$ cat config.mk
export PLATFORM = sky130hd
export DESIGN_NAME = pattern_serializer
export DESIGN_NICKNAME = d
export VERILOG_FILES = /design/src/rtl/pattern_serializer.sv
export SDC_FILE = /design/constraint.sdc
export NUM_CORES = 1
export LEC_CHECK = 0
export ABC_AREA = 1
export CORE_MARGIN = 2
export CORE_UTILIZATION = 50
export DETAILED_ROUTE_END_ITERATION = 16
export HOLD_SLACK_MARGIN = 0.12
export PLACE_DENSITY = 0.85
export SKIP_LAST_GASP = 1
export SYNTH_ARGS = -nofsm -noshare
export SYNTH_HDL_FRONTEND = slang
export SYNTH_SLANG_ARGS = --single-unit
$ cat constraint.sdc
create_clock -name clk_i -period 1.9 [get_ports clk_i]
set_input_delay 0.19 -clock clk_i [delete_from_list [all_inputs] [get_ports clk_i]]
set_output_delay 0.19 -clock clk_i [all_outputs]
set_load 0.01 [all_outputs]
$ cat src/rtl/pattern_serializer.sv
// Parallel-to-serial feeder for the 0110 pattern detector: takes WIDTH-bit words over
// valid/ready and shifts them out one bit per clock, with a one-word hold buffer for gapless words.
module pattern_serializer #(
    parameter int unsigned WIDTH     = 8,
    parameter bit          MSB_FIRST = 1'b1,
    parameter bit          IDLE_BIT  = 1'b1
) (
    input  logic             clk_i,
    input  logic             reset_i,
    input  logic [WIDTH-1:0] din_i,
    input  logic             din_valid_i,
    output logic             din_ready_o,
    output logic             ser_out_o,
    output logic             ser_valid_o,
    output logic             word_done_o,
    output logic             busy_o
);

    localparam int unsigned    CntW    = (WIDTH > 1) ? $clog2(WIDTH) : 1;
    localparam logic [CntW-1:0] CntLast = CntW'(WIDTH - 1);

    typedef enum logic [0:0] {StIdle, StShift} state_e;

    state_e           state_q, state_d;
    logic [WIDTH-1:0] sh_q, sh_d;
    logic [WIDTH-1:0] hold_q, hold_d;
    logic             hold_full_q, hold_full_d;
    logic [CntW-1:0]  cnt_q, cnt_d;
    logic             ser_out_q, ser_out_d;
    logic             ser_valid_q, ser_valid_d;
    logic             word_done_q, word_done_d;
    logic             accept;

    function automatic logic head_bit(input logic [WIDTH-1:0] w);
        return MSB_FIRST ? w[WIDTH-1] : w[0];
    endfunction

    function automatic logic [WIDTH-1:0] shift_word(input logic [WIDTH-1:0] w);
        return MSB_FIRST ? {w[WIDTH-2:0], 1'b0} : {1'b0, w[WIDTH-1:1]};
    endfunction

    assign din_ready_o = !hold_full_q && !reset_i;
    assign accept      = din_valid_i && din_ready_o;

    always_comb begin
        state_d     = state_q;
        sh_d        = sh_q;
        hold_d      = hold_q;
        hold_full_d = hold_full_q;
        cnt_d       = cnt_q;

        unique case (state_q)
            StIdle: begin
                if (accept) begin
                    sh_d    = din_i;
                    cnt_d   = '0;
                    state_d = StShift;
                end
            end
            StShift: begin
                if (cnt_q == CntLast) begin
                    // Reload on the last-bit edge so the next word follows without a gap.
                    if (hold_full_q) begin
                        sh_d        = hold_q;
                        hold_full_d = 1'b0;
                        cnt_d       = '0;
                    end else if (accept) begin
                        sh_d  = din_i;
                        cnt_d = '0;
                    end else begin
                        state_d = StIdle;
                    end
                end else begin
                    sh_d  = shift_word(sh_q);
                    cnt_d = cnt_q + 1'b1;
                    if (accept) begin
                        hold_d      = din_i;
                        hold_full_d = 1'b1;
                    end
                end
            end
            default: state_d = StIdle;
        endcase

        // Outputs are registered from the next state so they line up with the bit being shown.
        ser_valid_d = (state_d == StShift);
        ser_out_d   = ser_valid_d ? head_bit(sh_d) : IDLE_BIT;
        word_done_d = ser_valid_d && (cnt_d == CntLast);
    end

    always_ff @(posedge clk_i) begin
        if (reset_i) begin
            state_q     <= StIdle;
            sh_q        <= '0;
            hold_q      <= '0;
            hold_full_q <= 1'b0;
            cnt_q       <= '0;
            ser_out_q   <= IDLE_BIT;
            ser_valid_q <= 1'b0;
            word_done_q <= 1'b0;
        end else begin
            state_q     <= state_d;
            sh_q        <= sh_d;
            hold_q      <= hold_d;
            hold_full_q <= hold_full_d;
            cnt_q       <= cnt_d;
            ser_out_q   <= ser_out_d;
            ser_valid_q <= ser_valid_d;
            word_done_q <= word_done_d;
        end
    end

    assign ser_out_o   = ser_out_q;
    assign ser_valid_o = ser_valid_q;
    assign word_done_o = word_done_q;
    assign busy_o      = (state_q == StShift) || hold_full_q;

endmodule

==> results.rst <==
.. list-table::
   :header-rows: 1

   * - Metric
     - Value
   * - Wire length of the first global-routing pass
     - 3857 um
   * - Layout filler cell count
     - 202
   * - Post-CTS setup-driven buffer insertion count
     - 0
   * - Skew-Pair Late Insertion Delay
     - 0.31 ns
   * - Die Width
     - 51.04 um
   * - Fraction of power consumed by sequential logic
     - 58.2%
   * - Critical path cell sequence
     - nor2_4 -> clkdlybuf4s50_1
   * - Antenna violations before repair
     - 0
   * - Final hold viol count
     - 0
   * - Count of TritonRoute iterations in the first routing pass
     - 4
   * - Type of the worst setup path
     - reg2out
   * - Post-synthesis share of cell area spent on full adders, half adders and majority gates
     - 2.262%
   * - Static Leak
     - 0.5237 nW
   * - Number of flops mapped to enable cells by yosys
     - 0
   * - Fraction of the mapped netlist area in compound gates
     - 15.72%
   * - Post-synthesis register bit count
     - 23
   * - Largest net degree at the start of global routing
     - 17
   * - Final critical-path setup slack
     - 0.2154 ns
   * - RSZ-0062 raised after global routing
     - false
   * - DP Worst Slack
     - 0.1953 ns
   * - Area growth syn-to-layout
     - 15.27%
   * - DRC violation total after the first TritonRoute iteration
     - 11
   * - Result of the run
     - finished clean
   * - Number of standard cells after synthesis
     - 143
   * - CP bufs+invs
     - 1
   * - Layout Nets
     - 173
   * - Stage delay of the slowest cell on the critical path
     - 0.58 ns
   * - Start of the worst register-to-register path
     - cnt_q[0]
   * - Main flop type after synthesis
     - dfxtp_1
   * - Clock slew at the register clock pins of the worst setup and hold paths
     - 0.12 ns
   * - Detailed Route WL
     - 2184 um
   * - Syn nets
     - 156
   * - Overall track demand over capacity in global routing
     - 19.37%
   * - Setup skew after layout
     - 0.001591 ns
   * - Vertical die dimension
     - 51.04 um
   * - Count of final setup violators
     - 0
   * - Antenna Violating Nets Remaining
     - 0
   * - Element type at the critical path end
     - primary output
   * - Proportion of synthesized chip area in sequential cells
     - 41.63%
   * - Hold wc startpoint
     - hold_q[2]
   * - Slowest-stage cell, CP
     - clkdlybuf4s50_1
   * - Fraction of synthesized cell area in xor and xnor cells
     - 0%
   * - Hold-fix buffers, CTS
     - 0
   * - Portion of total power attributed to combinational logic
     - 17.0%
   * - Number of clock buffers inserted by TritonCTS
     - 3
   * - Max FO, Critical Path
     - 6
   * - Asr flop ratio synth
     - 0%
   * - Vias in the first global route
     - 924
   * - Setup total negative slack
     - 0 ns
   * - Worst path top cell family by delay
     - buffers and inverters
   * - Area enclosed by the die boundary
     - 0.002605 sq mm
   * - Standard cell core area
     - 0.002148 sq mm
   * - Gpl congestion
     - 0.8212
   * - Count of unresolved DRC violations after routing
     - 0
   * - Detailed-route wire length per cell
     - 11.68 um
   * - Synthesis Warnings
     - 0
   * - Total number of clock tree sinks
     - 23
   * - Overflow left after global routing
     - 0
   * - Max clock buf depth
     - 2
   * - Vias per Instance
     - 5.176
   * - Fraction of synthesized area in multiplexers
     - 0%
   * - Number of diodes
     - 0
   * - Proportion of power drawn by the clock network
     - 24.8%
   * - Class of the most critical hold timing path
     - reg2reg
   * - Switching pwr
     - 0.0002377 W
   * - Max IR drop VDD
     - 0.0004836 V
   * - Std cell rows
     - 17
   * - Power Internal
     - 0.0006603 W
   * - Detailed placement HPWL
     - 1623 um
   * - Initial Utilization
     - 51.49%
   * - Share of final-layout standard cells stronger than drive strength 1
     - 12.58%
   * - Achievable frequency
     - 593.6 MHz
   * - Mean cell area of the mapped netlist
     - 7.735 sq um
   * - I/O pin count
     - 16
   * - Maxcap violations
     - 0
   * - IO buf count
     - 15
   * - Power density cells
     - 704.3 mW/mm^2
   * - Total via count in the routed design
     - 968
   * - Startpoint type of the worst setup path
     - flip-flop
   * - Largest family of logic cells by synthesized area
     - simple AND/OR/NAND/NOR gates
   * - Cell variety after synth
     - 22
   * - Htree depth
     - 1
   * - Fraction of the cycle the final worst path needs
     - 88.66%
   * - CTS tree
     - yes
   * - Master cell of the clock root buffer
     - clkbuf_4
   * - Number of instances resized during post-cts repair
     - 0
   * - Tmin final
     - 1.685 ns
   * - Relative slew margins
     - 69.81%
   * - First element of the critical path
     - hold_full_q
   * - Critical Path AT
     - 1.49 ns
   * - Sw frac
     - 26.47%
   * - Count of final max-slew check failures
     - 0
   * - Synthesized cell area
     - 0.001106 sq mm
   * - Share of synthesized cell area in and, or, nand and nor gates
     - 28.39%
   * - Transition time of the tightest slew-check pin
     - 0.4517 ns
   * - Worst Path Required
     - 1.71 ns
[power groups by stage]
stage / clock network, W / logic (W) / registers [W]
final: 0.000223 / 0.000152 / 0.000523
after global routing: 0.000253 / 0.000172 / 0.000526
after CTS: 0.000236 / 0.000154 / 0.000523
after detailed placement: 0 / 0.000153 / 0.000534
after global placement: 0 / 0.000148 / 0.000532
after floorplan: 0 / 0.000107 / 0.000532
[final cells by class]
class,count,area (sq um),share of cell area [%]
Inverter,16,60.06,4.711
Tap cell,28,35.03,2.748
Clock buffer,4,26.28,2.061
Sequential cell,23,460.4,36.11
Timing Repair Buffer,19,180.2,14.13
Multi-Input combinational cell,97,513.0,40.24
[metal layers]
| metal | up-vias | part of all wire, % | global-route usage (%) |
|---|---|---|---|
| met5 | - | 0 | 0 |
| met4 | 0 | 1.6 | 6.757 |
| met3 | 2 | 3.6 | 2.047 |
| met2 | 18 | 49 | 34.63 |
| met1 | 450 | 46 | 23.94 |
| li1 | 498 | - | - |
[worst paths after layout]
kind	end	slack [ns]	cells past startpoint
min reg2reg	hold_q[2]	0.46	2
min	hold_q[2]	0.46	2
max reg2reg	word_done_o	0.24	9
max	din_ready_o	0.22	2
[cells by family after synthesis]
logic type	after synthesis
AO/OA/AOI/OAI	31
adder cells (fa/ha/maj)	2
buffers and inverters	23
flip-flops	23
AND/OR/NAND/NOR	64
[tightest hold or removal path, delay by kind of cell, from the launching register on]
family / cells / cell delay (ns)
AO/OA/AOI/OAI: 1 / 0.06
flip-flops: 1 / 0.32
buffers and inverters: 1 / 0.06
[cell usage in the layout, fill, tap and decap left out]
cell             instances
a21oi_1                 15
a21oi_2                  1
buf_4                    4
clkbuf_1                 1
clkbuf_4                 3
clkdlybuf4s50_1         15
dfxtp_1                 23
ha_1                     2
inv_1                   15
inv_2                    1
nand2_1                 26
nand2_2                  3
nand2_4                  1
nand3_1                  9
nand3_2                  4
nand3b_1                 1
nor2_1                  16
nor2_2                   1
nor2_4                   2
nor3_1                   1
o211ai_1                 6
o21ai_0                  9
[flip-flops by register name (all words and copies together), names as in the netlist]
| signal | flops |
|---|---|
| ser_out_o | 1 |
| cnt_q | 3 |
| ser_valid_o | 1 |
| word_done_o | 1 |
| hold_q | 8 |
| sh_q | 8 |
| hold_full_q | 1 |
[cell usage after synthesis, types with 2 or more instances]
cell / count / share of area (%)
o21ai_0: 9 / 4.1
nand2_1: 26 / 8.8
nor2_1: 16 / 5.4
buf_6: 3 / 3.1
ha_1: 2 / 2.3
buf_2: 2 / 0.91
nand3_2: 4 / 3.6
nand3_1: 9 / 4.1
o211ai_1: 6 / 4.1
nor2_4: 2 / 2.0
inv_1: 15 / 5.1
nand2_2: 3 / 1.7
a21oi_1: 15 / 6.8
dfxtp_1: 23 / 42
[per-stage QoR]
| stage | power (W) | util, % | hold WS [ns] | std cells | instance area [sq um] |
|---|---|---|---|---|---|
| after floorplan | 0.0006390 | - | 0.3547 | 143 | 1106 |
| after global placement | 0.0006801 | 58.12 | 0.4383 | 183 | 1249 |
| after detailed placement | 0.0006864 | 58.12 | 0.4484 | 183 | 1249 |
| after CTS | 0.0009126 | 59.35 | 0.4658 | 187 | 1275 |
| after global routing | 0.0009504 | 59.35 | 0.4909 | 187 | 1275 |
| final | 0.0008980 | 59.35 | 0.4612 | 187 | 1275 |
(Power assumes the default switching activity.)
